--- src/rtl/vr_commit_eng.sv ---
// vr_commit_eng: consumes header-stripped Commit messages, validates them
// against the local view and prepared log tail, and advances the replica
// commit point one log-apply request at a time.
//
// Handshakes: every *_val/*_rdy pair transfers on a rising clock edge where
// both are high. A producer holds val and its payload stable until that edge
// and never makes val depend on rdy. A consumer may drive rdy freely.

package vr_commit_pkg;
  typedef struct packed {
    logic [31:0] src_ip;
    logic [31:0] dst_ip;
    logic [15:0] src_port;
    logic [15:0] dst_port;
    logic [15:0] data_length;
  } udp_info;
endpackage

module vr_commit_eng #(
  parameter int NOC_DATA_W     = 512,
  parameter int NOC_PADBYTES   = NOC_DATA_W / 8,
  parameter int NOC_PADBYTES_W = $clog2(NOC_PADBYTES),
  parameter int OPNUM_W        = 64
) (
  input  logic                          clk,
  input  logic                          rst_n,
  input  logic                          manage_commit_msg_val,
  input  vr_commit_pkg::udp_info        manage_commit_pkt_info,
  output logic                          commit_manage_msg_rdy,
  input  logic                          manage_commit_req_val,
  input  logic [NOC_DATA_W-1:0]         manage_commit_req,
  input  logic                          manage_commit_req_last,
  input  logic [NOC_PADBYTES_W-1:0]     manage_commit_req_padbytes,
  output logic                          commit_manage_req_rdy,
  input  logic [OPNUM_W-1:0]            cur_view,
  input  logic                          vr_normal,
  input  logic [OPNUM_W-1:0]            log_tail_opnum,
  output logic                          commit_apply_val,
  output logic [OPNUM_W-1:0]            commit_apply_opnum,
  input  logic                          apply_commit_rdy,
  output logic [OPNUM_W-1:0]            commit_point,
  output logic                          commit_eng_rdy,
  output logic [2:0]                    o_dbg_state
);

  typedef enum logic [2:0] {
    ST_IDLE  = 3'd0,
    ST_HDR   = 3'd1,
    ST_DRAIN = 3'd2,
    ST_CHECK = 3'd3,
    ST_APPLY = 3'd4
  } state_t;

  // A first beat must carry at least the 16 bytes of view + commit opnum.
  localparam logic [NOC_PADBYTES_W-1:0] PAD_MAX = NOC_PADBYTES_W'(NOC_PADBYTES - 16);

  state_t                 r_state;
  state_t                 w_next;
  vr_commit_pkg::udp_info r_pkt_info;
  logic [OPNUM_W-1:0]     r_view;
  logic [OPNUM_W-1:0]     r_commit_opnum;
  logic                   r_malformed;
  logic [OPNUM_W-1:0]     r_target;
  logic [OPNUM_W-1:0]     r_apply_ctr;
  logic [OPNUM_W-1:0]     r_commit_point;
  logic [OPNUM_W-1:0]     w_target;
  logic                   w_drop;
  logic                   w_req_hs;
  logic                   w_apply_hs;

  assign w_req_hs   = manage_commit_req_val & commit_manage_req_rdy;
  assign w_apply_hs = commit_apply_val & apply_commit_rdy;

  // Never commit past what has actually been prepared locally.
  assign w_target = (r_commit_opnum < log_tail_opnum) ? r_commit_opnum : log_tail_opnum;
  assign w_drop   = r_malformed | ~vr_normal | (r_view != cur_view) |
                    (w_target <= r_commit_point);

  assign commit_apply_opnum = r_apply_ctr;
  assign commit_point       = r_commit_point;
  assign o_dbg_state        = r_state;

  // State register.
  always_ff @(posedge clk or negedge rst_n) begin
    if (!rst_n) r_state <= ST_IDLE;
    else        r_state <= w_next;
  end

  // Next-state and handshake outputs.
  always_comb begin
    w_next                = r_state;
    commit_manage_msg_rdy = 1'b0;
    commit_manage_req_rdy = 1'b0;
    commit_apply_val      = 1'b0;
    commit_eng_rdy        = 1'b0;
    case (r_state)
      ST_IDLE: begin
        commit_manage_msg_rdy = 1'b1;
        commit_eng_rdy        = 1'b1;
        if (manage_commit_msg_val) w_next = ST_HDR;
      end
      ST_HDR: begin
        commit_manage_req_rdy = 1'b1;
        if (manage_commit_req_val)
          w_next = manage_commit_req_last ? ST_CHECK : ST_DRAIN;
      end
      ST_DRAIN: begin
        commit_manage_req_rdy = 1'b1;
        if (manage_commit_req_val && manage_commit_req_last) w_next = ST_CHECK;
      end
      ST_CHECK: begin
        w_next = w_drop ? ST_IDLE : ST_APPLY;
      end
      ST_APPLY: begin
        commit_apply_val = 1'b1;
        if (apply_commit_rdy && (r_apply_ctr == r_target)) w_next = ST_IDLE;
      end
      default: w_next = ST_IDLE;
    endcase
  end

  // Message capture, validation result and commit-point advance.
  always_ff @(posedge clk or negedge rst_n) begin
    if (!rst_n) begin
      r_pkt_info     <= '0;
      r_view         <= '0;
      r_commit_opnum <= '0;
      r_malformed    <= 1'b0;
      r_target       <= '0;
      r_apply_ctr    <= '0;
      r_commit_point <= '0;
    end else begin
      if (r_state == ST_IDLE && manage_commit_msg_val)
        r_pkt_info <= manage_commit_pkt_info;
      if (r_state == ST_HDR && w_req_hs) begin
        r_view         <= manage_commit_req[NOC_DATA_W-1 -: OPNUM_W];
        r_commit_opnum <= manage_commit_req[NOC_DATA_W-OPNUM_W-1 -: OPNUM_W];
        r_malformed    <= manage_commit_req_last & (manage_commit_req_padbytes > PAD_MAX);
      end
      if (r_state == ST_CHECK && !w_drop) begin
        r_target    <= w_target;
        r_apply_ctr <= r_commit_point + 1'b1;
      end
      if (r_state == ST_APPLY && w_apply_hs) begin
        r_commit_point <= r_apply_ctr;
        r_apply_ctr    <= r_apply_ctr + 1'b1;
      end
    end
  end

endmodule

--- config.mk ---
export PLATFORM = sky130hd
export DESIGN_NAME = vr_commit_eng
export DESIGN_NICKNAME = d
export VERILOG_FILES = /design/src/rtl/vr_commit_eng.sv
export SDC_FILE = /design/constraint.sdc
export NUM_CORES = 1
export LEC_CHECK = 0
export BUFFER_PORTS_ARGS = -buffer_cell sky130_fd_sc_hd__buf_2
export CELL_PAD_IN_SITES_DETAIL_PLACEMENT = 0
export CELL_PAD_IN_SITES_GLOBAL_PLACEMENT = 1
export CORE_AREA = 2 2 347 349
export DETAILED_ROUTE_END_ITERATION = 8
export DIE_AREA = 0 0 349 351
export PLACE_DENSITY_LB_ADDON = 0.08
export SLEW_MARGIN = 10
export SYNTH_ARGS = -nofsm -noshare
export SYNTH_HDL_FRONTEND = slang
export SYNTH_SLANG_ARGS = --single-unit
--- constraint.sdc ---
create_clock -name clk -period 5.3 [get_ports clk]
set_clock_uncertainty 0.15 [all_clocks]
set_input_delay 0.53 -clock clk [delete_from_list [all_inputs] [get_ports clk]]
set_output_delay 0.53 -clock clk [all_outputs]
set_load 0.1 [all_outputs]
# [Word-level counts from Yosys, hierarchy flattened]
# Cells that the tools add are included.
[totals] reg_bits=324 inputBits=765 output_inout_bits=135 elab_cells=52
[classes] addsub=2 order_cmp=3 eq_ne=10 muxes=13 bitwise=7 n_reduce_logical=10
[op_table] op="$mux 64" n=3
[op_table] op="$add 64x1->64 const B" n=2
[op_table] op="$eq 64x64->1" n=1
[op_table] op="$le 64x64->1" n=1
[op_table] op="$lt 64x64->1" n=1
[op_table] op="$ne 64x64->1" n=1
[op_table] op="$mux 3" n=5
[op_table] op="$pmux 3 s5" n=1
[op_table] op="$ne 2x2->1 const B" n=4
[op_table] op="$eq 3x2->1 const B" n=2
[op_table] op="$gt 6x6->1 const B" n=1
[op_table] op="$logic_and 1x1->1" n=5
[op_table] op="$mux 1" n=4
[op_table] op="$reduce_and 4->1" n=1
[op_table] op="$and 1x1->1" n=3
[op_table] op="$eq 3x1->1 const B" n=1
[op_table] op="$eq 3x3->1 const B" n=1
[op_table] op="$logic_not 3->1" n=1
[op_table] op="$or 1x1->1" n=3
[op_table] op="$reduce_bool 2->1" n=1
[op_table] op="$reduce_or 2->1" n=1
[op_table] op="$logic_not 1->1" n=1
[op_table] op="$not 1->1" n=1

# [Logic depth before layout (Yosys ltp)]
[logic_depth] ltp_word=8 ltp_mapped=23 ltp_nobuf=19

# [Worst setup path after synthesis]
# Ideal clock, no wire load.
[synth_timing] path_type="reg-to-reg" startpoint="register r_state[0], in the netlist o_dbg_state[0]" endpoint="register r_apply_ctr[60], in the netlist commit_apply_opnum[60]" setup_ns=0.126 t_arrival_ns=5.130 t_required_ns=5.024 slack_ns=-0.106 stages_incl_launch_ff=20 n_path_buf=8 period_less_slack_ns=5.406 path_cell_list="dfrtp_1 nand4bb_1 buf_2 buf_2 buf_2 buf_1 clkbuf_1 clkbuf_1 nand2_1 o21ai_0 ha_1 clkbuf_1 nand2_1 or4_1 a211oi_1 and4_1 clkbuf_1 nand4b_1 xnor2_1 mux2_2"
[synth_via] elab_chain_len=5 word_cells_on_any_way=8 cone_classes="eq/ne: 2; mux: 2; bitwise: 1; reduce/logical: 3"
[synth_lines] element="start, declared" line_no="57" text="state_t r_state;"
[synth_lines] element="start signal, assigned" line_no="86" text="else r_state <= w_next;"
[synth_lines] element="$eq 3x3->1" line_no="96, 144"
[synth_lines] element="$mux 1" line_no="96" text="case (r_state)"
[synth_lines] element="$and 1x1->1" line_no="72" text="assign w_apply_hs = commit_apply_val & apply_commit_rdy;"
[synth_lines] element="$logic_and 1x1->1" line_no="144" text="if (r_state == ST_APPLY && w_apply_hs) begin"
[synth_lines] element="$mux 64 or $reduce_bool 2->1 (tied branches)"
[synth_lines] element="end signal, assigned" line_no="142" text="r_apply_ctr <= r_commit_point + 1'b1;"
[synth_lines] element="end signal, assigned" line_no="146" text="r_apply_ctr <= r_apply_ctr + 1'b1;"
[synth_lines] element="end, declared" line_no="64" text="logic [OPNUM_W-1:0] r_apply_ctr;"
# Parallel ways exist; a longest one is shown, timed or not.
# A chain may end at the register's enable or synchronous reset.

# [Final worst setup path]
[layout_timing] startpoint="register r_commit_opnum[29]" endpoint="register r_apply_ctr[8], in the netlist commit_apply_opnum[8]"
[layout_via] elab_chain_len=7
[layout_lines] element="start, declared" line_no="61" text="logic [OPNUM_W-1:0] r_commit_opnum;"
[layout_lines] element="start signal, assigned" line_no="137" text="r_commit_opnum <= manage_commit_req[NOC_DATA_W-OPNUM_W-1 -: OPNUM_W];"
[layout_lines] element="$lt 64x64->1" line_no="75" text="assign w_target = (r_commit_opnum < log_tail_opnum) ? r_commit_opnum : log_tail_opnum;"
[layout_lines] element="$mux 64" line_no="75"
[layout_lines] element="net w_target[47]" line_no="66" text="logic [OPNUM_W-1:0] w_target;"
[layout_lines] element="$le 64x64->1" line_no="77" text="(w_target <= r_commit_point);"
[layout_lines] element="$or 1x1->1" line_no="76" text="assign w_drop = r_malformed | ~vr_normal | (r_view != cur_view) |"
[layout_lines] element="$logic_not 1->1" line_no="140" text="if (r_state == ST_CHECK && !w_drop) begin"
[layout_lines] element="$logic_and 1x1->1" line_no="140"
[layout_lines] element="$reduce_bool 2->1 (no source line)"
# The timed path passes the listed nets, and every way through them passes these cells.

==> qor.yml <==
cells_and_area:
  multi_input_area_mm2: 0.0114
  layout_commonest_cell: "buf_2"
  fillers: 12800
  layout-drive-gt1-share: 0.391
  mostFrequentLayoutCells: "buf_2, dfrtp_1, buf_4"
  area_growth_pct: 55.7
  seq_area_mm2: 0.00811
  layout.nets: 3840
  finalInstanceArea_mm2: 0.0304
detailed_routing:
  drt-met1-wl_um: 51700
  drcViolationCount: 0
  avgViaCountPerCell: 4.17
  detailroute.wirelength.met2_um: 47100
  met3WireLength_um: 4880
  dr.max_layer_used: "met5"
  vias: 18900
  routed_wl_um: 106000
  wl_per_cell_um: 23.3
  drt_first_pass_iters: 5
  final_antenna_net_count: 0
  drt_iter0_markers: 892
critical_path:
  r2r-end: "commit_apply_opnum[8]$_DFFE_PN0P_"
  ff2ff_path_depth: 24
  reg2reg_slack_ps: -60
  required_ps: 5640
  cp.arrival_ps: 5700
  worstSetupPathType: "register to register"
  crit_path_max_fanout: 8
  cp-start-kind: "register"
  cp-end-kind: "register"
  r2r_start: "r_commit_opnum[29]$_DFFE_PN0P_"
power_and_ir_drop:
  leakage_uw: 0.0145
  p_seq_frac: 0.271
  ir_drop_v: 0.000244
  power_density_mw_per_mm2: 411
  clkPwrFrac: 0.278
  internal_power_uw: 8000
  swShare: 0.360
  power.net_switching_uw: 4500
  power.share.combinational: 0.451
logic_synthesis:
  syn_nets: 2988
  synth_top_cell_by_area: "dfrtp_1"
  ys_seq_elements: 324
  avgSynthCellArea_um2: 9.33
  synth.distinct_cells: 70
  synth.area.top_cells: "dfrtp_1, mux2_2, ha_1, nand2_1, xnor2_1"
  ys.flop_type: "dfrtp_1"
  yosysSeqAreaShare: 0.415
  yosys.area.top_type_share: 0.415
  synth_cells: 2095
  async_flop_share: 1.00
  synth_edf_count: 0
  netlist_area_mm2: 0.0195
  ys_warn_count: 0
timing:
  setup_violations: 58
  finalCritPeriodShare: 1.01
  relSlewSlack: 0.304
  fin_crit_ps: 5360
  rsz0062_at_grt: "yes"
  fmax_ghz: 0.186
  whs_ps: 58.4
  slew_viol_final: 0
  fin_ws_ps: -63.0
  worst_pin_slew_ps: 1040
  hold_viol_final: 0
worst_hold_path:
  min_path_type: "input pin to register"
  hold-path-endpoint: "r_commit_opnum[22]$_DFFE_PN0P_"
  hp-start: "manage_commit_req[406]"
  holdPathStages: 2
clock_tree:
  clock_sinks: 324
  clock_latency_ps: 620
  cts_max_level: 2
  cts-root-buf: "clkbuf_16"
  cts.path.max_buffers: 3
  cts_buffers: 49
  path_clk_slew_ps: 60
  cts_tree: "built"
die:
  dieArea_mm2: 0.122
  die_w_um: 349
  pin_count: 900
  initial_core_util: 0.164
  num_rows: 127
  fp.coreArea_mm2: 0.119
  fp.dieH_um: 351
global_route:
  grt_pass1_vias: 19400
  grt_pass1_wl_um: 145000
  grt_max_degree: 144
  antenna_found_initial: 42
  gr-total-overflow: 0
  grt_use_total: 0.165
outcome:
  status: "finished with violations"
  violations: "setup timing"
run:
  drv_cap: 0
place:
  pre_cts_ws_ps: -1520
  place.gp.congestion: 0.852
  hpwl_um: 82100
  placed_area_mm2: 0.0257
  portBuffers: 403
## sequential cells by signal (all words and copies together) (netlist names)
signal and flops:
commit_apply_opnum 64, commit_point 64, r_commit_opnum 64, r_target 64
r_view 64, o_dbg_state 3, r_malformed 1
## metal layers
layer,vias up,global-route usage
li1,9058,-
met1,9240,0.233
met2,473,0.260
met3,127,0.0320
met4,32,0.0377
met5,-,0
## Yosys cell counts, types with 4 or more instances
master	instances
a211oi_1	6
a21o_1	5
a21oi_1	77
a221oi_1	14
a22oi_1	4
a31oi_1	69
and2_1	5
and3_1	12
and4_1	7
buf_1	5
buf_2	27
buf_4	4
clkbuf_1	46
dfrtp_1	324
ha_1	128
inv_1	190
mux2_2	171
mux2i_1	19
nand2_1	319
nand2b_1	5
nand3_1	68
nand4_1	55
nor2_1	129
nor2b_1	5
nor3_1	40
nor4_1	32
o211ai_1	7
o21a_1	4
o21ai_0	73
o22ai_1	14
o31ai_1	5
or4_1	4
xnor2_1	91
xor2_1	69
## kinds of logic after synthesis
logic type | Yosys count | share of synthesized area
simple gates | 705 | 0.166
flops | 324 | 0.415
compound gates | 312 | 0.0997
buf+inv | 275 | 0.0567
mux | 191 | 0.109
xor+xnor | 160 | 0.0717
fa+ha+maj | 128 | 0.0819
## final cells by class
| class | instances | share of cell area |
|---|---|---|
| diodes | 12 | 0.000987 |
| clock buffers | 74 | 0.0480 |
| clock inverters | 13 | 0.00625 |
| inverters | 190 | 0.0234 |
| multi-input cells | 1496 | 0.375 |
| flip-flops and latches | 324 | 0.267 |
| well taps | 1548 | 0.0637 |
| repair buffers | 886 | 0.216 |
## power by group through the flow
stage | logic [uW] | clock network, uW | registers (uW)
floorplan | 2370 | 0 | 3370
global placement | 4790 | 0 | 3420
detailed placement | 4840 | 0 | 3420
CTS | 5350 | 3630 | 3380
global route | 6230 | 3700 | 3460
finish | 5640 | 3470 | 3380
## worst max-delay path, stage by stage (launching register included)
cell	delay (ps)
dfrtp_1	410
ha_4	280
nand4_1	130
nor4_1	260
buf_4	160
nand4_1	150
nor4_2	320
buf_4	170
o31ai_4	90
and2_4	230
clkbuf_16	190
nand2_1	120
nand2_2	100
ha_1	310
nand4_1	210
nor4_4	260
buf_4	200
and4_4	240
nand2_4	60
o211ai_1	270
a31oi_4	80
nor2_4	160
buf_8	170
clkbuf_16	190
mux2_4	300
## through the flow
step                 util  TNS, ps  total power, uW  cells
CTS                 0.246   -22700            12400   4509
global route        0.256   -31480            13400   4542
finish              0.256    -1630            12500   4543
floorplan               -        0             5730   2095
detailed placement  0.216  -179390             8260   4285
global placement    0.216  -171680             8210   4285
## worst max path at each step
stage	startpoint	endpoint	slack [ps]	cells past startpoint
floorplan	o_dbg_state[2]$_DFFE_PN0P_	commit_apply_opnum[60]$_DFFE_PN0P_	150	20
finish	r_commit_opnum[29]$_DFFE_PN0P_	commit_apply_opnum[8]$_DFFE_PN0P_	-60	24
global placement	log_tail_opnum[5]	commit_apply_opnum[40]$_DFFE_PN0P_	-1420	25
global route	r_commit_opnum[29]$_DFFE_PN0P_	commit_apply_opnum[62]$_DFFE_PN0P_	-300	24
CTS	r_commit_opnum[25]$_DFFE_PN0P_	commit_apply_opnum[61]$_DFFE_PN0P_	-270	26
detailed placement	log_tail_opnum[5]	commit_apply_opnum[39]$_DFFE_PN0P_	-1520	25
## what timing repair did
action / 4_1_cts / 5_1_grt
setup endpoints to repair: 129 / 129
pin swaps: 24 / 30
cloned: 6 / 19
hold endpoints to repair: 174 / 0
hold buffers: 120 / 0
setup buffers: 11 / 6
resized for setup: 79 / 165
(Power assumes the default switching activity.)
